**src/rtl/mem_arbiter.sv**
```systemverilog
// mem_arbiter: single-port RAM arbiter; data wins over fetch (ARB_STARVE_GUARD_EN adds a fetch starvation guard).
// Latency: req to ack 3 cycles minimum (IDLE grant, SERVE until mem_ready, RESP ack pulse).
// Backpressure: losing/busy requests stay pending untouched; mem_ready stretches SERVE indefinitely.
module mem_arbiter (
    input  logic        clk,
    input  logic        rst,
    input  logic        if_req,
    input  logic [31:0] if_addr,
    output logic [31:0] if_rdata,
    output logic        if_ack,
    input  logic        d_req,
    input  logic        d_we,
    input  logic [31:0] d_addr,
    input  logic [31:0] d_wdata,
    output logic [31:0] d_rdata,
    output logic        d_ack,
    output logic        mem_en,
    output logic        mem_we,
    output logic [31:0] mem_addr,
    output logic [31:0] mem_wdata,
    input  logic [31:0] mem_rdata,
    input  logic        mem_ready,
    output logic [1:0]  owner
);

    typedef enum logic [1:0] {
        IDLE     = 2'd0,
        SERVE_IF = 2'd1,
        SERVE_D  = 2'd2,
        RESP     = 2'd3
    } state_t;

    localparam logic [1:0] OWN_NONE = 2'b00;
    localparam logic [1:0] OWN_IF   = 2'b01;
    localparam logic [1:0] OWN_D    = 2'b10;

    state_t      state;
    state_t      state_nxt;
    logic        grant_if;
    logic        grant_d;
    logic        starve_hit;
    logic        we_q;
    logic [31:0] addr_q;
    logic [31:0] wdata_q;
    logic [1:0]  owner_q;

`ifdef ARB_STARVE_GUARD_EN
    // Counts back-to-back data grants that overtook a waiting fetch.
    logic [1:0] starve_cnt;

    always_ff @(posedge clk) begin
        if (rst) begin
            starve_cnt <= 2'd0;
        end else if (grant_if) begin
            starve_cnt <= 2'd0;
        end else if (grant_d && if_req && (starve_cnt != 2'd3)) begin
            starve_cnt <= starve_cnt + 2'd1;
        end
    end

    assign starve_hit = (starve_cnt == 2'd3);
`else
    assign starve_hit = 1'b0;
`endif

    always_ff @(posedge clk) begin
        if (rst) begin
            state <= IDLE;
        end else begin
            state <= state_nxt;
        end
    end

    always_comb begin
        state_nxt = state;
        grant_if  = 1'b0;
        grant_d   = 1'b0;
        case (state)
            IDLE: begin
                if (d_req && !(if_req && starve_hit)) begin
                    grant_d   = 1'b1;
                    state_nxt = SERVE_D;
                end else if (if_req) begin
                    grant_if  = 1'b1;
                    state_nxt = SERVE_IF;
                end
            end
            SERVE_IF, SERVE_D: begin
                if (mem_ready) begin
                    state_nxt = RESP;
                end
            end
            RESP: begin
                state_nxt = IDLE;
            end
            default: begin
                state_nxt = IDLE;
            end
        endcase
    end

    // Request is latched at grant so the RAM sees a stable command even if the requester misbehaves.
    always_ff @(posedge clk) begin
        if (rst) begin
            addr_q   <= 32'd0;
            wdata_q  <= 32'd0;
            we_q     <= 1'b0;
            owner_q  <= OWN_NONE;
            if_rdata <= 32'd0;
            d_rdata  <= 32'd0;
        end else begin
            if (grant_d) begin
                addr_q  <= d_addr;
                wdata_q <= d_wdata;
                we_q    <= d_we;
                owner_q <= OWN_D;
            end else if (grant_if) begin
                addr_q  <= if_addr;
                wdata_q <= 32'd0;
                we_q    <= 1'b0;
                owner_q <= OWN_IF;
            end
            if ((state == SERVE_IF) && mem_ready) begin
                if_rdata <= mem_rdata;
            end
            if ((state == SERVE_D) && mem_ready) begin
                d_rdata <= mem_rdata;
            end
            if (state == RESP) begin
                owner_q <= OWN_NONE;
                we_q    <= 1'b0;
            end
        end
    end

    assign mem_en    = (state == SERVE_IF) || (state == SERVE_D);
    assign mem_we    = we_q && mem_en;
    assign mem_addr  = addr_q;
    assign mem_wdata = wdata_q;
    assign owner     = owner_q;
    assign if_ack    = (state == RESP) && (owner_q == OWN_IF);
    assign d_ack     = (state == RESP) && (owner_q == OWN_D);

endmodule

```
**config.mk**
```make
export PLATFORM = sky130hd
export DESIGN_NAME = mem_arbiter
export DESIGN_NICKNAME = d
export VERILOG_FILES = /design/src/rtl/mem_arbiter.sv
export SDC_FILE = /design/constraint.sdc
export NUM_CORES = 1
export LEC_CHECK = 0
export BUFFER_PORTS_ARGS = -buffer_cell sky130_fd_sc_hd__buf_4
export CORE_AREA = 2 2 104 106
export DETAILED_ROUTE_END_ITERATION = 10
export DIE_AREA = 0 0 106 108
export GPL_TIMING_DRIVEN = 0
export PLACE_DENSITY = 0.84
export SLEW_MARGIN = 20
export SYNTH_ARGS = -nofsm -noshare
export SYNTH_HDL_FRONTEND = slang
export SYNTH_SLANG_ARGS = --single-unit
```
**constraint.sdc**
```tcl
create_clock -name clk -period 5.25 [get_ports clk]
set_clock_uncertainty 0.1 [all_clocks]
set_input_delay 0.2625 -clock clk [delete_from_list [all_inputs] [get_ports clk]]
set_output_delay 0.2625 -clock clk [all_outputs]
set_load 0.01 [all_outputs]
```
==> impl.org, run 1 <==
** Die
- Initial cell density of the core :: 0.474
- 268 I/O pins were placed.
- Standard cell core area :: 10200 um^2
- Std cell rows :: 37
- From left edge to right edge, the die measures 106 um.
- The die is 108 um tall.
- The floorplan step defined a die boundary enclosing 11400 um^2.

** CTS
- In this run the clock root is driven by a clkbuf_8.
- Clock-pin slew was measured on the worst setup and hold paths at 70 ps.
- CTS max path bufs :: 2
- Post-CTS setup buffers :: 0
- TritonCTS built the clock tree.
- After clock tree synthesis, the repair step resized 0 gates.
- Clock net sink count :: 133
- Inserted Clock Buffers :: 17
- Clock latency at the later pin of the worst-skew pair :: 530 ps
- # H-tree levels :: 4

** Critical path
- Largest fanout on the critical path :: 10
- Critical Path Sink :: mem_addr[4]
- FF-to-FF path depth :: 7
- Critical path class :: flip-flop to flip-flop
- Worst reg2reg startpoint :: state[1]
- Data required time of the worst path :: 5630 ps
- STA puts the critical path data arrival time at 3170 ps.
- Sort of element at the end of the critical path :: flip-flop
- The worst register-to-register path ends at mem_addr[4].
- In this run the register-to-register setup slack is 2450 ps.
- CP startpoint kind :: flip-flop
- Launching instance or port of the critical path :: state[1]

** Place
- Buffers on Ports :: 267
- Routability-driven placement finished with a final weighted congestion of 0.837.
- Counting tap cells, the placed design contains a total of 972 instances.
- HPWL after detailed placement :: 12.1 mm

** Cells and area
- Leaving out fill and tap cells, the most frequent cell in the layout is buf_4.
- After the flow finishes, the layout carries non-filler instances totaling 1133.
- Number of nets in the layout :: 1122
- Summing all multi-input logic gate instances after layout gives 1970 um^2.
- Area growth from synthesis to final layout :: 83.3%
- The top cell types in the final layout, fill and taps aside, are buf_4 (268), nand2_1 (167), dfxtp_1 (133).
- Final core utilization :: 0.870
- Fillers :: 460
- Layout cell share with drive strength beyond 1 :: 0.317
- Sequential cell area in the final layout :: 2660 um^2

** Timing
- Hold is met by 71.8 ps.
- Setup violations remaining at the end of the flow were counted as 0.
- Setup Total Neg Slack :: 0 ps
- Maximum clock frequency :: 0.358 GHz
- Max-slew violation count :: 0
- In this run the tightest slew margin relative to its limit is 0.607.
- Min Tclk post-route :: 2800 ps
- RSZ-0062 raised after global routing :: false
- Period Utilization, post-route :: 0.532
- At the pin with the least slew margin, the transition time is 589 ps.
- Endpoints failing hold :: 0

** Power and ir drop
- Cell area power density :: 435 nW/um^2
- Summed over all cells, the static leakage comes to 0.00400 uW.
- The worst-case IR drop observed on VDD is 0.288 mV.

** Synth
- Syn Nets :: 708
- Synthesis produced 569 cells.
- Average cell area after synthesis :: 8.53 um^2
- Library cells used by synthesis :: 24
- In this run, synthesis produced a sequential element count of 133.
- Combined area of all synthesized cells :: 4850 um^2
- Post-synthesis sequential area ratio :: 0.549
- Yosys printed 0 warnings.

** Drt
- Vias per inst :: 5.59
- For this run, design rule violations remaining after detail routing come to 0.
- Routed wl met3 :: 1.91 mm
- Met1 Wirelength :: 7.64 mm
- First-pass iteration count of the detailed router :: 5
- The detail route stage leaves a number of antenna-violating nets equal to 0.
- After detailed routing, no signal wire sits above met4.
- For this block, the routed nets add up to 22.4 mm of wire.
- Count of vias placed by the detailed router :: 6335
- Detailed routing placed a total of 11.5 mm of wire on met2.
- In the final routed layout, each cell accounts on average for 19.8 um.
- Starting DRT DRC Count :: 522

** Run
- Across the run, the number of max-cap violations was 0.

** Status
- Result of the run :: finished clean

** Global route
- GR Util All Layers :: 0.384
- The first global-routing pass estimated 33.7 mm of wire.
- The number of global-route vias before repair came to 6502.
- Antenna violations before repair :: 1
- Total grt overflow :: 0
- Pin count of the biggest net entering global routing :: 17

** Hold path
- Type of the most critical hold path :: input port to flip-flop
[cell usage after synthesis]
library cell,count,area (um^2)
dfxtp_1,133,2660
nor2_1,35,131
buf_6,3,33.8
o21ai_0,1,5.00
clkbuf_1,27,101
nand3_1,1,5.00
and2_1,4,25.0
a2111oi_0,1,8.76
nand2b_1,3,18.8
and3b_1,2,17.5
nor3_4,1,16.3
nand2_1,167,627
a221oi_1,1,8.76
a21oi_1,99,495
a22o_1,32,280
nand3b_1,1,7.51
nor3_1,1,5.00
buf_2,13,65.1
nor4_1,1,6.26
buf_1,1,3.75
ha_1,5,62.6
buf_4,1,7.51
inv_1,3,11.3
a211oi_1,33,248
[kinds of logic after synthesis]
| group | after synthesis | share of synthesized area |
|---|---|---|
| and+or+nand+nor | 216 | 0.177 |
| adders and majority gates | 5 | 0.0129 |
| AOI/OAI and AO/OA | 167 | 0.216 |
| DFF | 133 | 0.549 |
| buffers and inverters | 48 | 0.0459 |
[how the worst min path moves through the flow]
stage,from,endpoint,cells after the start
2_1_floorplan,mem_ready,state[1],1
5_1_grt,if_addr[14],mem_addr[14],3
3_5_place_dp,d_rdata[13],d_rdata[13],2
6_report,if_addr[0],mem_addr[0],3
4_1_cts,if_addr[0],mem_addr[0],3
3_3_place_gp,d_rdata[7],d_rdata[7],2
[metrics by stage]
stage          worst slack (ps)  total power (uW)  instance area [um^2]
2_1_floorplan              3550              1870                  4850
3_3_place_gp               3400              2380                  7030
3_5_place_dp               3320              2420                  7030
4_1_cts                    2780              3720                  8890
5_1_grt                    2360              4000                  8900
6_report                   2450              3870                  8900
[report_power, final]
group          internal (uW)  leakage [uW]  switching (uW)  total, uW
combinational            627       0.00264             707       1330
sequential              1210       0.00109             142       1350
clock                    714      0.000273             474       1190
total                   2550       0.00400            1320       3870
[final cells by class]
type,count,share of cell area
Antenna cell,1,0.000281
Clock buffer,21,0.0516
Tap cell,136,0.0191
Timing Repair Buffer,395,0.369
Buffer,45,0.0238
Inverter,3,0.00127
Multi-Input combinational cell,388,0.221
Sequential cell,133,0.299
Clock inverter,11,0.0141
[critical path: stages, from the launching register on]
cell	delay, ps
dfxtp_1	410
inv_1	110
ha_1	270
nand3b_1	290
clkbuf_1	460
nand2_1	150
a211oi_1	350
dlygate4sd3_1	610
[state kept, by name (all words and copies together) (netlist names)]
name	flops
mem_addr	32
owner	2
state	2
we_q	1
if_rdata	32
mem_wdata	32
d_rdata	32
[metal layers]
metal,up-vias,GRT usage
li1,2762,-
met1,2945,0.390
met2,487,0.694
met3,141,0.101
met4,0,0.254
met5,-,0
[timing repair]
item,4_1_cts,5_1_grt
endpoints found under the setup margin,0,0
hold endpoints to repair,131,0
hold buffers,128,0
Note: power is estimated with default switching activity, not from simulation.
==> run 2, diff against run 1 <==
--- a/config.mk
+++ b/config.mk
@@ -6,11 +6,10 @@
 export NUM_CORES = 1
 export LEC_CHECK = 0
 export BUFFER_PORTS_ARGS = -buffer_cell sky130_fd_sc_hd__buf_4
-export CORE_AREA = 2 2 104 106
+export CORE_UTILIZATION = 44
 export DETAILED_ROUTE_END_ITERATION = 10
-export DIE_AREA = 0 0 106 108
 export GPL_TIMING_DRIVEN = 0
-export PLACE_DENSITY = 0.84
+export PLACE_DENSITY = 0.79
 export SLEW_MARGIN = 20
 export SYNTH_ARGS = -nofsm -noshare
 export SYNTH_HDL_FRONTEND = slang
==> constraint.sdc (replaced) <==
create_clock -name clk -period 2.58 [get_ports clk]
set_clock_uncertainty 0.1 [all_clocks]
set_input_delay 0.129 -clock clk [delete_from_list [all_inputs] [get_ports clk]]
set_output_delay 0.129 -clock clk [all_outputs]
set_load 0.01 [all_outputs]
==> impl.org, run 2 (synthesized netlist as in run 1, its figures left out) <==
** CTS
- The number of sinks driven by the clock tree came to 133 (unchanged).
- The worst-skew pair later-pin latency was 530 ps (about the same).
- Post-CTS setup buffers :: 0 (unchanged)
- The clock edge transition at the registers on the reported setup and hold paths came to 60 ps (was 70 ps).
- Inserted Clock Buffers :: 17 (unchanged)
- # H-tree levels :: 4 (unchanged)
- Root buffer selected by CTS :: clkbuf_8 (unchanged)
- The maximum clock insertion buffer count was 2 (unchanged).
- TritonCTS clock tree :: built (unchanged)

** Place
- The worst slack at placement is 658 ps (was 3320 ps).
- The routability congestion estimate was 0.835 (was 0.837).
- The instance count after placement with tap cells included came to 972 (unchanged).
- The final HPWL from detailed placement came to 12.0 mm (was 12.1 mm).
- The number of port buffers was 267 (unchanged).

** Timing
- Minimum setup slack in the final design :: -81.5 ps (was 2450 ps)
- The final period utilization was 1.03 (was 0.532).
- The final number of setup-violating endpoints was 6 (was 0).
- The count of final hold-check violations is 0 (unchanged).
- Minimum hold slack :: 99.8 ps (was 71.8 ps)
- Setup Total Neg Slack :: -243 ps (was 0 ps)
- Max-slew violation count :: 0 (unchanged)
- The transition time at the pin with the least slew margin is 644 ps (was 589 ps).
- Min Tclk post-route :: 2660 ps (was 2800 ps)
- The relative max-transition margin was 0.571 (was 0.607).
- The maximum clock frequency was 0.376 GHz (was 0.358 GHz).

** Power and ir drop
- Switching component of the power :: 2790 uW (was 1320 uW)
- The clock share of power came to 0.303 (was 0.307).
- Power share of the sequential group :: 0.341 (was 0.348)
- The total internal power was 5330 uW (was 2550 uW).
- The static leakage came to 0.00408 uW (was 0.00400 uW).
- The switching share of power was 0.343 (was 0.342).
- Cell area power density :: 900 nW/um^2 (was 435 nW/um^2)
- The highest ir drop seen on vdd was 0.735 mV (was 0.288 mV).
- The portion of total power attributed to combinational logic is 0.356 (was 0.345).

** Hold path
- Number of instances on the worst hold path :: 4 (was 3)
- The hold path startpoint is rst (was if_addr[0]).
- Type of the most critical hold path :: input port to flip-flop (unchanged)
- The endpoint of the worst hold path is mem_wdata[12] (was mem_addr[0]).

** Drt
- WL per Instance :: 21.4 um (was 19.8 um)
- First-pass iteration count of the detailed router :: 6 (was 5)
- The final routed wirelength across all metal layers came to 24.4 mm (was 22.4 mm).
- The number of remaining DRC errors came to 0 (unchanged).
- The number of vias per cell was 5.72 (was 5.59).
- Count of vias placed by the detailed router :: 6520 (was 6335)
- Detail Route Antenna Nets :: 0 (unchanged)
- The DRC violation total after the first TritonRoute iteration was 680 (was 522).

** Run
- Max-Cap Viols :: 0 (unchanged)

** Die
- Std cell rows :: 37 (unchanged)
- The vertical extent of the die is 107 um (was 108 um).
- The die area is 11500 um^2 (was 11400 um^2).
- I/O Pins :: 268 (unchanged)
- Horiz. Die Dim :: 107 um (was 106 um)
- The starting density of the core was 0.462 (was 0.474).
- Standard cell core area :: 10500 um^2 (was 10200 um^2)

** Critical path
- The endpoint of the worst-slack reg-to-reg timing path was mem_addr[17] (was mem_addr[4]).
- Sort of element at the end of the critical path :: flip-flop (unchanged)
- The startpoint-to-endpoint class of the critical path was flip-flop to flip-flop (unchanged).
- The critical path startpoint category was a flip-flop (unchanged).
- The worst endpoint required time was 2950 ps (was 5630 ps).
- Worst reg2reg startpoint :: state[0] (was state[1])
- The largest fanout on the critical path was 10 (unchanged).
- Crit path arrival time :: 3040 ps (was 3170 ps)
- The worst reg2reg path depth was 8 (was 7).
- R2R setup slack :: -80 ps (was 2450 ps)

** Cells and area
- The area growth from synthesis to layout came to 85.7% (was 83.3%).
- Final core utilization :: 0.858 (was 0.870)
- Sequential cell area in the final layout :: 2660 um^2 (unchanged)
- Number of nets in the layout :: 1129 (was 1122)
- Fillers :: 505 (was 460)
- Most frequent cells in the layout :: buf_4 (268), nand2_1 (167), dlygate4sd3_1 (135) (was buf_4 (268), nand2_1 (167), dfxtp_1 (133))
- Count of placed standard cells in the final layout, fillers left out :: 1139 (was 1133)
- Commonest non-fill, non-tap cell in the layout :: buf_4 (unchanged)
- Area occupied by multi-input gates :: 1990 um^2 (was 1970 um^2)
- Layout cell share with drive strength beyond 1 :: 0.325 (was 0.317)
- The number of diodes came to 0 (was 1).

** Global route
- GR Util All Layers :: 0.384 (about the same)
- The maximum number of pins on one net before global-route repair was 17 (unchanged).
- Via count of the first global-routing pass :: 6393 (was 6502)
- The number of antenna violations at the first check in global routing came to 0 (was 1).
- Wire length of the first global-routing pass :: 33.2 mm (was 33.7 mm)
- The sum of overflow across all layers after global routing was 0 (unchanged).

** Status
- Violations in the final reports :: negative setup slack
- Result of the run: finished with violations (was finished clean).
==> run 2: cell types whose count changed in the layout (fill, tap and decap cells not counted), moves of 3 or more <==
| cell | previous run | this run |
|---|---|---|
| a211oi_1 | 33 | 29 |
| a211oi_2 | 0 | 4 |
| buf_2 | 13 | 10 |
| clkbuf_1 | 28 | 24 |
| clkbuf_2 | 0 | 5 |
| clkbuf_4 | 0 | 4 |
| clkinvlp_4 | 5 | 2 |
| dlygate4sd3_1 | 128 | 135 |
==> run 2: worst max-delay path by stage <==
stage,start,end,slack (ps),cells after the start
finish,state[0],mem_addr[17],-80,8
global route,state[0],mem_addr[2],-170,7
CTS,state[0],mem_addr[2],110,7
detailed placement,state[0],mem_addr[8],660,6
global placement,state[1],mem_addr[16],750,6
floorplan,state[0],mem_wdata[10],880,7
==> run 2: layer usage <==
metal / share of wire / GRT usage / up-vias
met5: 0 / 0 / -
met4: 0.085 / 0.248 / 0
met3: 0.10 / 0.0973 / 209
met2: 0.48 / 0.683 / 548
met1: 0.34 / 0.401 / 2986
li1: - / - / 2777
==> run 2: stage by stage <==
step                cell area (um^2)  power [uW]
global route                    9010        8330
detailed placement              7030        4910
finish                          9010        8110
CTS                             8970        7650
global placement                7030        4830
floorplan                       4850        3810
==> run 2: repair_timing <==
| item | CTS | global route |
|---|---|---|
| gates resized for setup | 0 | 23 |
| endpoints found under the hold margin | 131 | 0 |
| hold buffers | 135 | 0 |
| endpoints found under the setup margin | 0 | 29 |
==> run 2: cell type report <==
| class | count | share of cell area |
|---|---|---|
| tap | 136 | 0.0189 |
| inverter | 3 | 0.00125 |
| timing repair buffer | 402 | 0.372 |
| buffer | 45 | 0.0254 |
| multi-input combinational | 388 | 0.221 |
| clock buffer | 23 | 0.0518 |
| sequential | 133 | 0.295 |
| clock inverter | 9 | 0.0139 |
==> run 2: power by group through the flow <==
| stage | Combinational (uW) | Clock (uW) | Sequential (uW) |
|---|---|---|---|
| finish | 2880 | 2460 | 2770 |
| global route | 2990 | 2550 | 2790 |
| CTS | 2530 | 2440 | 2680 |
| detailed placement | 2200 | 0 | 2720 |
| global placement | 2130 | 0 | 2700 |
| floorplan | 945 | 0 | 2870 |
==> run 2: critical path, cell delays in order, from the launching register on <==
cell and delay (ps):
dfxtp_1 330, inv_1 130, ha_2 280, and3b_1 190, buf_4 190, clkbuf_4 270
a21oi_1 140, a211oi_1 360, dlygate4sd3_1 610
